File: config.mk
export PLATFORM = sky130hd
export DESIGN_NAME = muldiv_seq
export DESIGN_NICKNAME = d
export VERILOG_FILES = /design/src/rtl/muldiv_seq.sv
export SDC_FILE = /design/constraint.sdc
export NUM_CORES = 1
export LEC_CHECK = 0
export ABC_AREA = 1
export BUFFER_PORTS_ARGS = -buffer_cell sky130_fd_sc_hd__buf_2
export CORE_AREA = 4 4 193 195
export CTS_CLUSTER_DIAMETER = 150
export DETAILED_ROUTE_END_ITERATION = 12
export DIE_AREA = 0 0 197 199
export PLACE_DENSITY = 0.48
export SYNTH_ARGS = -nofsm -noshare
export SYNTH_HDL_FRONTEND = slang
export SYNTH_SLANG_ARGS = --single-unit
File: constraint.sdc
create_clock -name clk -period 3.95 [get_ports clk]
set_input_delay 0.9875 -clock clk [delete_from_list [all_inputs] [get_ports clk]]
set_output_delay 0.9875 -clock clk [all_outputs]
set_load 0.005 [all_outputs]
File: src/rtl/muldiv_seq.sv
// muldiv_seq: sequences one M-extension op between execute and muldiv, picks the result slice for writeback.
// Latency: mul-class 3 cycles, div-class 3 + divider run, non-M or fused pair hit 1 cycle (pair cache under MULDIV_PAIR_FUSE_EN).
// Backpressure: req_ready_o only while idle; result held stable on res_* until res_ready_i.
`timescale 1ns/1ps

package RS5_pkg;
    // Subset of the core's instruction-type enum that this block cares about; ADD stands for any non-M op.
    typedef enum logic [3:0] {
        NOP, ADD, MUL, MULH, MULHU, MULHSU, DIV, DIVU, REM, REMU
    } iType_e;
endpackage

module muldiv_seq
    import RS5_pkg::*;
(
    input  logic        clk,
    input  logic        reset,
    input  logic        req_valid_i,
    output logic        req_ready_o,
    input  iType_e      req_op_i,
    input  logic [31:0] req_rs1_i,
    input  logic [31:0] req_rs2_i,
    input  logic [4:0]  req_rd_i,
    input  logic        flush_i,
    output iType_e      md_op_o,
    output logic [31:0] md_opa_o,
    output logic [31:0] md_opb_o,
    input  logic        md_hold_i,
    input  logic [63:0] md_mul_i,
    input  logic [63:0] md_mulh_i,
    input  logic [63:0] md_mulhsu_i,
    input  logic [31:0] md_div_i,
    input  logic [31:0] md_divu_i,
    input  logic [31:0] md_rem_i,
    input  logic [31:0] md_remu_i,
    output logic        res_valid_o,
    input  logic        res_ready_i,
    output logic [31:0] res_data_o,
    output logic [4:0]  res_rd_o
);

    typedef enum logic [1:0] {S_IDLE, S_ISSUE, S_WAIT, S_DONE} state_e;

    state_e      state, state_nxt;
    iType_e      op_q;
    logic [31:0] rs1_q, rs2_q, res_data_q;
    logic [4:0]  rd_q;
    logic        flush_pend;
    logic        accept, wait_done, capture, req_is_m;
    logic        fuse_hit;
    logic [31:0] fuse_val;
    logic [31:0] slice;

    function automatic logic is_mul_class(input iType_e op);
        return (op == MUL) || (op == MULH) || (op == MULHU) || (op == MULHSU);
    endfunction

    function automatic logic is_div_class(input iType_e op);
        return (op == DIV) || (op == DIVU) || (op == REM) || (op == REMU);
    endfunction

    // Flush beats a same-cycle request; the request is dropped, not queued.
    assign accept    = (state == S_IDLE) && req_valid_i && !flush_i;
    assign req_is_m  = is_mul_class(req_op_i) || is_div_class(req_op_i);
    // muldiv finished its run (hold low after the start cycle).
    assign wait_done = (state == S_WAIT) && !md_hold_i;
    // A flushed op still runs to completion in muldiv but its result is dropped.
    assign capture   = wait_done && !flush_pend && !flush_i;

`ifdef MULDIV_PAIR_FUSE_EN
    logic        fuse_vld, fuse_signed, fuse_rem;
    logic [31:0] fuse_rs1, fuse_rs2, fuse_quo, fuse_rmd;
    logic        req_signed, req_rem;

    assign req_signed = (req_op_i == DIV) || (req_op_i == REM);
    assign req_rem    = (req_op_i == REM) || (req_op_i == REMU);
    // Only the partner of the op that filled the cache hits; a repeat of the same op re-runs muldiv.
    assign fuse_hit   = fuse_vld && is_div_class(req_op_i) && (req_signed == fuse_signed) &&
                        (req_rem != fuse_rem) && (req_rs1_i == fuse_rs1) && (req_rs2_i == fuse_rs2);
    assign fuse_val   = fuse_rem ? fuse_quo : fuse_rmd;

    // Pair cache: keep quotient and remainder of the last completed divide.
    always_ff @(posedge clk or posedge reset) begin
        if (reset) begin
            fuse_vld    <= 1'b0;
            fuse_signed <= 1'b0;
            fuse_rem    <= 1'b0;
            fuse_rs1    <= '0;
            fuse_rs2    <= '0;
            fuse_quo    <= '0;
            fuse_rmd    <= '0;
        end else if (flush_i) begin
            fuse_vld <= 1'b0;
        end else if (accept && is_mul_class(req_op_i)) begin
            fuse_vld <= 1'b0;
        end else if (capture && is_div_class(op_q)) begin
            fuse_vld    <= 1'b1;
            fuse_signed <= (op_q == DIV) || (op_q == REM);
            fuse_rem    <= (op_q == REM) || (op_q == REMU);
            fuse_rs1    <= rs1_q;
            fuse_rs2    <= rs2_q;
            fuse_quo    <= ((op_q == DIV) || (op_q == REM)) ? md_div_i : md_divu_i;
            fuse_rmd    <= ((op_q == DIV) || (op_q == REM)) ? md_rem_i : md_remu_i;
        end
    end
`else
    assign fuse_hit = 1'b0;
    assign fuse_val = '0;
`endif

    // Low product halves of the high-multiply buses are not needed here.
    logic unused_low;
    assign unused_low = ^{md_mulh_i[31:0], md_mulhsu_i[31:0]};

    // Result slice for the latched op.
    always_comb begin
        slice = '0;
        case (op_q)
            MUL:     slice = md_mul_i[31:0];
            MULHU:   slice = md_mul_i[63:32];
            MULH:    slice = md_mulh_i[63:32];
            MULHSU:  slice = md_mulhsu_i[63:32];
            DIV:     slice = md_div_i;
            DIVU:    slice = md_divu_i;
            REM:     slice = md_rem_i;
            REMU:    slice = md_remu_i;
            default: slice = '0;
        endcase
    end

    // State register.
    always_ff @(posedge clk or posedge reset) begin
        if (reset) state <= S_IDLE;
        else       state <= state_nxt;
    end

    // Next state.
    always_comb begin
        state_nxt = state;
        case (state)
            S_IDLE:  if (accept) state_nxt = (!req_is_m || fuse_hit) ? S_DONE : S_ISSUE;
            S_ISSUE: state_nxt = S_WAIT;
            S_WAIT:  if (!md_hold_i) state_nxt = (flush_pend || flush_i) ? S_IDLE : S_DONE;
            S_DONE:  if (flush_i || res_ready_i) state_nxt = S_IDLE;
            default: state_nxt = S_IDLE;
        endcase
    end

    // Outputs decoded from state; muldiv sees NOP outside ISSUE/WAIT so its flags clear between ops.
    always_comb begin
        req_ready_o = 1'b0;
        md_op_o     = NOP;
        res_valid_o = 1'b0;
        case (state)
            S_IDLE:         req_ready_o = 1'b1;
            S_ISSUE,
            S_WAIT:         md_op_o     = op_q;
            S_DONE:         res_valid_o = 1'b1;
            default:        req_ready_o = 1'b0;
        endcase
    end

    assign md_opa_o   = rs1_q;
    assign md_opb_o   = rs2_q;
    assign res_data_o = res_data_q;
    assign res_rd_o   = rd_q;

    // Request latch and result capture; operands only move on accept, so they are frozen while muldiv runs.
    always_ff @(posedge clk or posedge reset) begin
        if (reset) begin
            op_q       <= NOP;
            rs1_q      <= '0;
            rs2_q      <= '0;
            rd_q       <= '0;
            res_data_q <= '0;
        end else if (accept) begin
            op_q       <= req_op_i;
            rs1_q      <= req_rs1_i;
            rs2_q      <= req_rs2_i;
            rd_q       <= req_rd_i;
            res_data_q <= fuse_hit ? fuse_val : '0;
        end else if (capture) begin
            res_data_q <= slice;
        end
    end

    // Remember a flush that arrives while muldiv is busy; cleared when muldiv releases hold.
    always_ff @(posedge clk or posedge reset) begin
        if (reset)                                                    flush_pend <= 1'b0;
        else if (wait_done)                                           flush_pend <= 1'b0;
        else if (((state == S_ISSUE) || (state == S_WAIT)) && flush_i) flush_pend <= 1'b1;
    end

endmodule

==> impl_metrics.py, run 1 <==
metrics = {
    "outcome": {
        "status": "finished clean",
    },
    "sta": {
        "slew_headroom_pct": 37.2,
        "finalWorstPathRequiredPeriod_ns": 2.44,
        "setup_violations": 0,
        "skew_ns": 0.0115,
        "post-route-period-util_pct": 61.9,
        "fmax_mhz": 409,
        "fin_tns_setup_ns": 0,
        "rsz0062_at_grt": "false",
        "final-hold-violation-count": 0,
        "drv_slew": 0,
        "tightest_slew_ns": 0.940,
    },
    "logic_synthesis": {
        "synth_xor_area_share_pct": 0,
        "synth_top_family_by_area": "simple AND/OR/NAND/NOR gates",
        "synth_most_common_cell": "nand2_1",
        "yosys.area_share.simple_pct": 51.2,
        "ys_seq_elements": 108,
        "syn_inst": 1031,
        "yosysTopAreaCell": "dfrtp_1",
        "yosys_warnings": 0,
        "synth.avg_cell_area_um2": 6.60,
        "synth_ff_type": "dfrtp_1",
        "synthMuxAreaShare_pct": 0,
        "synth-adder-area-share_pct": 0.736,
        "syn_area_um2": 6800,
        "synthArstFlopShare_pct": 100,
        "seq_area_frac_synth_pct": 39.7,
        "synth_area_leaders": "dfrtp_1 40%, nand2_1 27%, nand3_1 18%",
        "yosys-top-cells-count": "481 x nand2_1, 248 x nand3_1, 108 x dfrtp_1",
        "synth.distinct_cells": 20,
        "synth-edff-count": 0,
        "synth_fp_nets": 1434,
        "synth_compound_area_share_pct": 0.920,
        "synth_top_area_share_pct": 39.7,
    },
    "global_routing": {
        "grt-ovfl-total": 0,
        "grt_max_degree": 129,
        "grt_pass1_vias": 8420,
        "antenna_found_initial": 3,
        "grt_pass1_wl_um": 48200,
        "track_usage_pct": 15.9,
    },
    "routing": {
        "routed_wirelength_um": 32600,
        "remaining_drc_errors": 0,
        "via_count": 8242,
        "first_iter_violations": 322,
        "vias_per_cell": 4.35,
        "firstDrtPassIters": 7,
        "final_antenna_net_count": 0,
        "routedWlPerCell_um": 17.2,
    },
    "power_and_ir_drop": {
        "p_sw_share_pct": 48.5,
        "intPower_mw": 3.14,
        "clock_power_share_pct": 16.2,
        "pwr-share-seq_pct": 30.4,
        "peakVddDrop_v": 0.000338,
        "p_leak_nw": 5.83,
        "p_sw_mw": 2.96,
        "combPwrFrac_pct": 53.4,
        "power_density_nw_per_um2": 630,
        "finalPower_mw": 6.10,
    },
    "clocking": {
        "cts_tree": "yes",
        "postCtsHoldBufs": 0,
        "cts.htree.levels": 3,
        "cts.sinks": 108,
        "cts_buffers": 9,
        "cts_root_buffer": "clkbuf_16",
        "clkLatencyLatePin_ns": 0.37,
        "clkTransAtPathRegs_ns": 0.09,
        "post-cts-setup-buffer-count": 0,
        "cts_max_path_buffers": 2,
        "cts_repair_resize_count": 0,
    },
    "floorplan": {
        "rows": 69,
        "initial_core_util_pct": 19.2,
        "ios": 506,
        "dieArea_um2": 39200,
        "core-area_um2": 35400,
        "chipHeight_um": 199,
        "die_w_um": 197,
    },
    "critical_path": {
        "endpoint_kind": "output pin",
        "cp_slowest_cell": "dfrtp_1",
        "crit_type": "reg2out",
        "worstPathRequired_ns": 2.96,
        "cp_data_arrival_time_ns": 1.46,
        "cp_max_fo": 5,
        "crit_top_cell": "inv_1",
        "crit_chain": "inv_1 > ha_1 > nand2_1 > inv_1 > buf_2",
        "slowest_delay_ns": 0.40,
        "critPathLaunchType": "flip-flop",
    },
    "layout": {
        "area_delta_synth_final_pct": 42.5,
        "fill_cells": 4040,
        "drive_gt1_share_pct": 34.9,
        "n_antenna_cell": 0,
        "nNetsFinal": 1831,
    },
    "placed_design": {
        "portBuffers": 441,
        "gp_congestion": 0.862,
        "hpwlAfterDp_um": 24200,
    },
    "run": {
        "drv_cap": 0,
    },
    "hold_path": {
        "hold_path.class": "reg2reg",
    },
}
## worst max-delay path, delay by kind of cell (launching register included)
family / cells / cell delay, ns
DFF: 1 / 0.40
adders and majority gates: 1 / 0.36
buffers and inverters: 3 / 0.23
and+or+nand+nor: 1 / 0.09
## metal layers
metal / up-vias / track usage [%] / share of wire [%]
met5: - / 0 / 0.064
met1: 3731 / 19.2 / 41
li1: 4090 / - / -
met4: 4 / 5.21 / 2.6
met3: 38 / 4.56 / 9.0
met2: 379 / 27.2 / 48
## kinds of logic (layout without fill, tap and decap cells)
group / after synthesis / after routing
buf+inv: 91 / 493
fa+ha+maj: 4 / 4
flops: 108 / 108
simple gates: 816 / 816
compound gates: 12 / 12
## path summary, 6_finish.rpt
kind                              start            end  slack (ns)  depth (start not counted)
hold reg to reg            md_opa_o[12]   md_opa_o[12]        0.48                          2
setup / recovery               state[0]     md_op_o[0]        1.51                          5
setup reg to reg               state[0]  res_data_o[5]        1.58                          9
hold / removal             md_opa_o[12]   md_opa_o[12]        0.48                          2
max in group asynchronous         reset   md_opa_o[13]        2.38                          3
min in group asynchronous         reset   md_opa_o[11]        0.73                          2
## stage by stage
stage | hold slack (ns) | cells | util, % | instance area [um^2] | worst slack [ns]
finish | 0.479 | 1894 | 27.4 | 9690 | 1.51
global route | 0.499 | 1894 | 27.4 | 9690 | 1.32
CTS | 0.482 | 1894 | 27.4 | 9690 | 1.47
detailed placement | 0.459 | 1878 | 26.5 | 9380 | 1.10
global placement | 0.458 | 1878 | 26.5 | 9380 | 1.10
floorplan | 0.472 | 1031 | - | 6800 | 0.117
## area by class of cell
class | count | area [um^2] | area share (%)
well taps | 461 | 577 | 5.95
clock inverters | 7 | 91.3 | 0.942
flip-flops and latches | 108 | 2700 | 27.9
repair buffers | 458 | 2400 | 24.7
multi-input cells | 832 | 3620 | 37.4
inverters | 19 | 73.8 | 0.762
clock buffers | 9 | 225 | 2.32
## registers in the layout, indices dropped and copies added, names as in the netlist
register    count
flush_pend      1
md_opa_o       32
md_opb_o       32
op_q            4
res_data_o     32
res_rd_o        5
state           2
## cells in the final DEF (no fill, tap or decap), types with 4 or more instances in the layout
cell type,n
nand2_1,481
o21ai_0,8
buf_4,12
inv_1,13
nor2_1,68
buf_12,5
ha_1,4
clkbuf_16,9
nand3_2,12
inv_2,5
nand3_1,247
buf_2,441
dfrtp_1,108
nor2_4,7
## power by group through the flow
| stage | combinational [mW] | sequential, mW | clock (mW) |
|---|---|---|---|
| 3_3_place_gp | 3.36 | 1.86 | 0 |
| 3_5_place_dp | 3.36 | 1.86 | 0 |
| 5_1_grt | 3.71 | 1.92 | 1.08 |
| 2_1_floorplan | 1.98 | 1.86 | 0 |
| 4_1_cts | 3.35 | 1.86 | 1.04 |
| 6_report | 3.26 | 1.85 | 0.986 |
Power figures use the tool's default switching activity.
==> run 2, diff against run 1 <==
--- a/config.mk
+++ b/config.mk
@@ -7,11 +7,11 @@
 export LEC_CHECK = 0
 export ABC_AREA = 1
 export BUFFER_PORTS_ARGS = -buffer_cell sky130_fd_sc_hd__buf_2
-export CORE_AREA = 4 4 193 195
+export CORE_AREA = 4 4 195 197
 export CTS_CLUSTER_DIAMETER = 150
 export DETAILED_ROUTE_END_ITERATION = 12
-export DIE_AREA = 0 0 197 199
-export PLACE_DENSITY = 0.48
+export DIE_AREA = 0 0 199 201
+export PLACE_DENSITY = 0.45
 export SYNTH_ARGS = -nofsm -noshare
 export SYNTH_HDL_FRONTEND = slang
 export SYNTH_SLANG_ARGS = --single-unit
==> constraint.sdc (replaced) <==
create_clock -name clk -period 2.5 [get_ports clk]
set_input_delay 0.625 -clock clk [delete_from_list [all_inputs] [get_ports clk]]
set_output_delay 0.625 -clock clk [all_outputs]
set_load 0.005 [all_outputs]
==> run 2 against run 1 <==
Effect of this change:
- wire length fell by 3.2%
- cell count rose by 0.84%
- flip-flop and latch count did not move
- cell area rose by 1.2%
- critical path depth did not move
- global-route usage fell by 0.73 points
- count of clock-buffer cells in the layout did not move
- critical path type unchanged
- highest routed layer unchanged
==> impl_metrics.py, run 2 (synthesis gave the netlist of run 1 again) <==
metrics = {
    "critical_path": {
        "crit_chain": "inv_1 > ha_1 > nand2_1 > inv_1 > buf_2",
        "cp_max_fo": 5,
        "path_buf_inv": 3,
        "cp_data_arrival_time_ns": 1.47,
        "crit_type": "reg2out",
        "slowest_delay_ns": 0.40,
        "cp_top_family": "flip-flops",
        "crit_top_cell": "inv_1",
        "worstPathRequired_ns": 1.88,
        "endpoint_kind": "output pin",
        "critPathLaunchType": "flip-flop",
        "cp_slowest_cell": "dfrtp_1",
    },
    "global_routing": {
        "grt_pass1_vias": 8464,
        "track_usage_pct": 15.1,
        "antenna_found_initial": 5,
        "grt-ovfl-total": 0,
        "grt_max_degree": 74,
        "grt_pass1_wl_um": 47300,
    },
    "routing": {
        "final_antenna_net_count": 0,
        "vias_per_cell": 4.24,
        "first_iter_violations": 265,
        "remaining_drc_errors": 0,
        "routedWlPerCell_um": 16.5,
        "routed_wirelength_um": 31600,
        "firstDrtPassIters": 5,
        "via_count": 8103,
    },
    "sta": {
        "timing.hold.ws_ns": 0.354,
        "setup_violations": 0,
        "rsz0062_at_grt": "false",
        "final-hold-violation-count": 0,
        "fin_tns_setup_ns": 0,
        "tightest_slew_ns": 0.520,
        "fmax_mhz": 476,
        "slew_headroom_pct": 65.4,
        "drv_slew": 0,
        "post-route-period-util_pct": 84.0,
        "skew_ns": 0.0136,
        "fin_ws_ns": 0.401,
        "finalWorstPathRequiredPeriod_ns": 2.10,
    },
    "floorplan": {
        "die_w_um": 199,
        "rows": 70,
        "initial_core_util_pct": 18.8,
        "chipHeight_um": 201,
        "dieArea_um2": 40000,
        "core-area_um2": 36300,
        "ios": 506,
    },
    "layout": {
        "fin_cells": 1910,
        "final_area_um2": 9810,
        "final_common_cell": "nand2_1",
        "nNetsFinal": 1838,
        "area_delta_synth_final_pct": 44.2,
        "drive_gt1_share_pct": 35.2,
        "fin_util_pct": 27.0,
        "most-common-layout-cells": "481 x nand2_1, 441 x buf_2, 247 x nand3_1, 108 x dfrtp_1, 68 x nor2_1",
    },
    "clocking": {
        "clkLatencyLatePin_ns": 0.37,
        "cts_max_path_buffers": 2,
        "cts_tree": "yes",
        "cts.htree.levels": 3,
        "post-cts-setup-buffer-count": 0,
        "cts_buffers": 9,
        "cts_repair_resize_count": 0,
        "clkTransAtPathRegs_ns": 0.09,
        "postCtsHoldBufs": 0,
        "cts_root_buffer": "clkbuf_16",
        "cts.sinks": 108,
    },
    "placed_design": {
        "placed_cell_area_um2": 9500,
        "dpl.cell_count": 1892,
        "place_ws_ns": 0.434,
        "gp_congestion": 0.763,
        "portBuffers": 441,
        "hpwlAfterDp_um": 23700,
    },
    "power_and_ir_drop": {
        "power_density_nw_per_um2": 987,
        "p_leak_nw": 5.88,
        "finalPower_mw": 9.68,
        "peakVddDrop_v": 0.000755,
    },
    "hold_path": {
        "hold_path.class": "in2async",
    },
    "run": {
        "drv_cap": 0,
    },
    "outcome": {
        "status": "finished clean",
    },
}
run 2: cell types whose count changed in the layout (fill, tap and decap cells not counted):
cell,delta
buf_12,+5
inv_8,+3
buf_4,+2
clkinv_8,-2
diode_2,+2
clkinv_2,+1
clkinv_4,+1
clkinvlp_4,+1
inv_12,-1
inv_2,-1
inv_4,-1
inv_6,-1
run 2: tightest hold or removal path, cell delays in order:
cell,delay (ns)
buf_2,0.11
clkinvlp_4,0.10
buf_12,0.26
run 2: cell type report:
class                      count  area (um^2)
inverter                      19         76.3
clock inverter                 7         76.3
timing repair buffer         465         2510
tap                          468          586
clock buffer                   9          225
sequential                   108         2700
fill                        4119        26500
multi-input combinational    832         3620
antenna                        2         5.00
run 2: worst paths after layout:
check / start / endpoint / slack, ns / depth (start not counted)
worst max-delay path: state[0] / md_op_o[1] / 0.40 / 5
worst min-delay path: reset / md_opa_o[8] / 0.35 / 3
worst max register to register: state[0] / md_opa_o[0] / 0.47 / 7
worst min register to register: res_rd_o[3] / res_rd_o[3] / 0.48 / 2
max in group asynchronous: reset / md_opa_o[23] / 1.79 / 3
min in group clk: req_rs2_i[15] / md_opb_o[15] / 0.44 / 3
run 2: where the power goes:
part / switching [mW] / internal, mW / leakage (nW)
clock: 0.802 / 0.715 / 0.148
combinational: 3.38 / 1.87 / 4.34
sequential: 0.451 / 2.45 / 1.39
total: 4.63 / 5.04 / 5.88
run 2: metal layers:
metal | GRT usage (%) | wire (um) | vias up
met5 | 0 | 33 | -
met1 | 17.9 | 12900 | 3623
met3 | 5.24 | 3120 | 25
li1 | - | - | 4104
met2 | 26.1 | 15100 | 347
met4 | 4.05 | 520 | 4
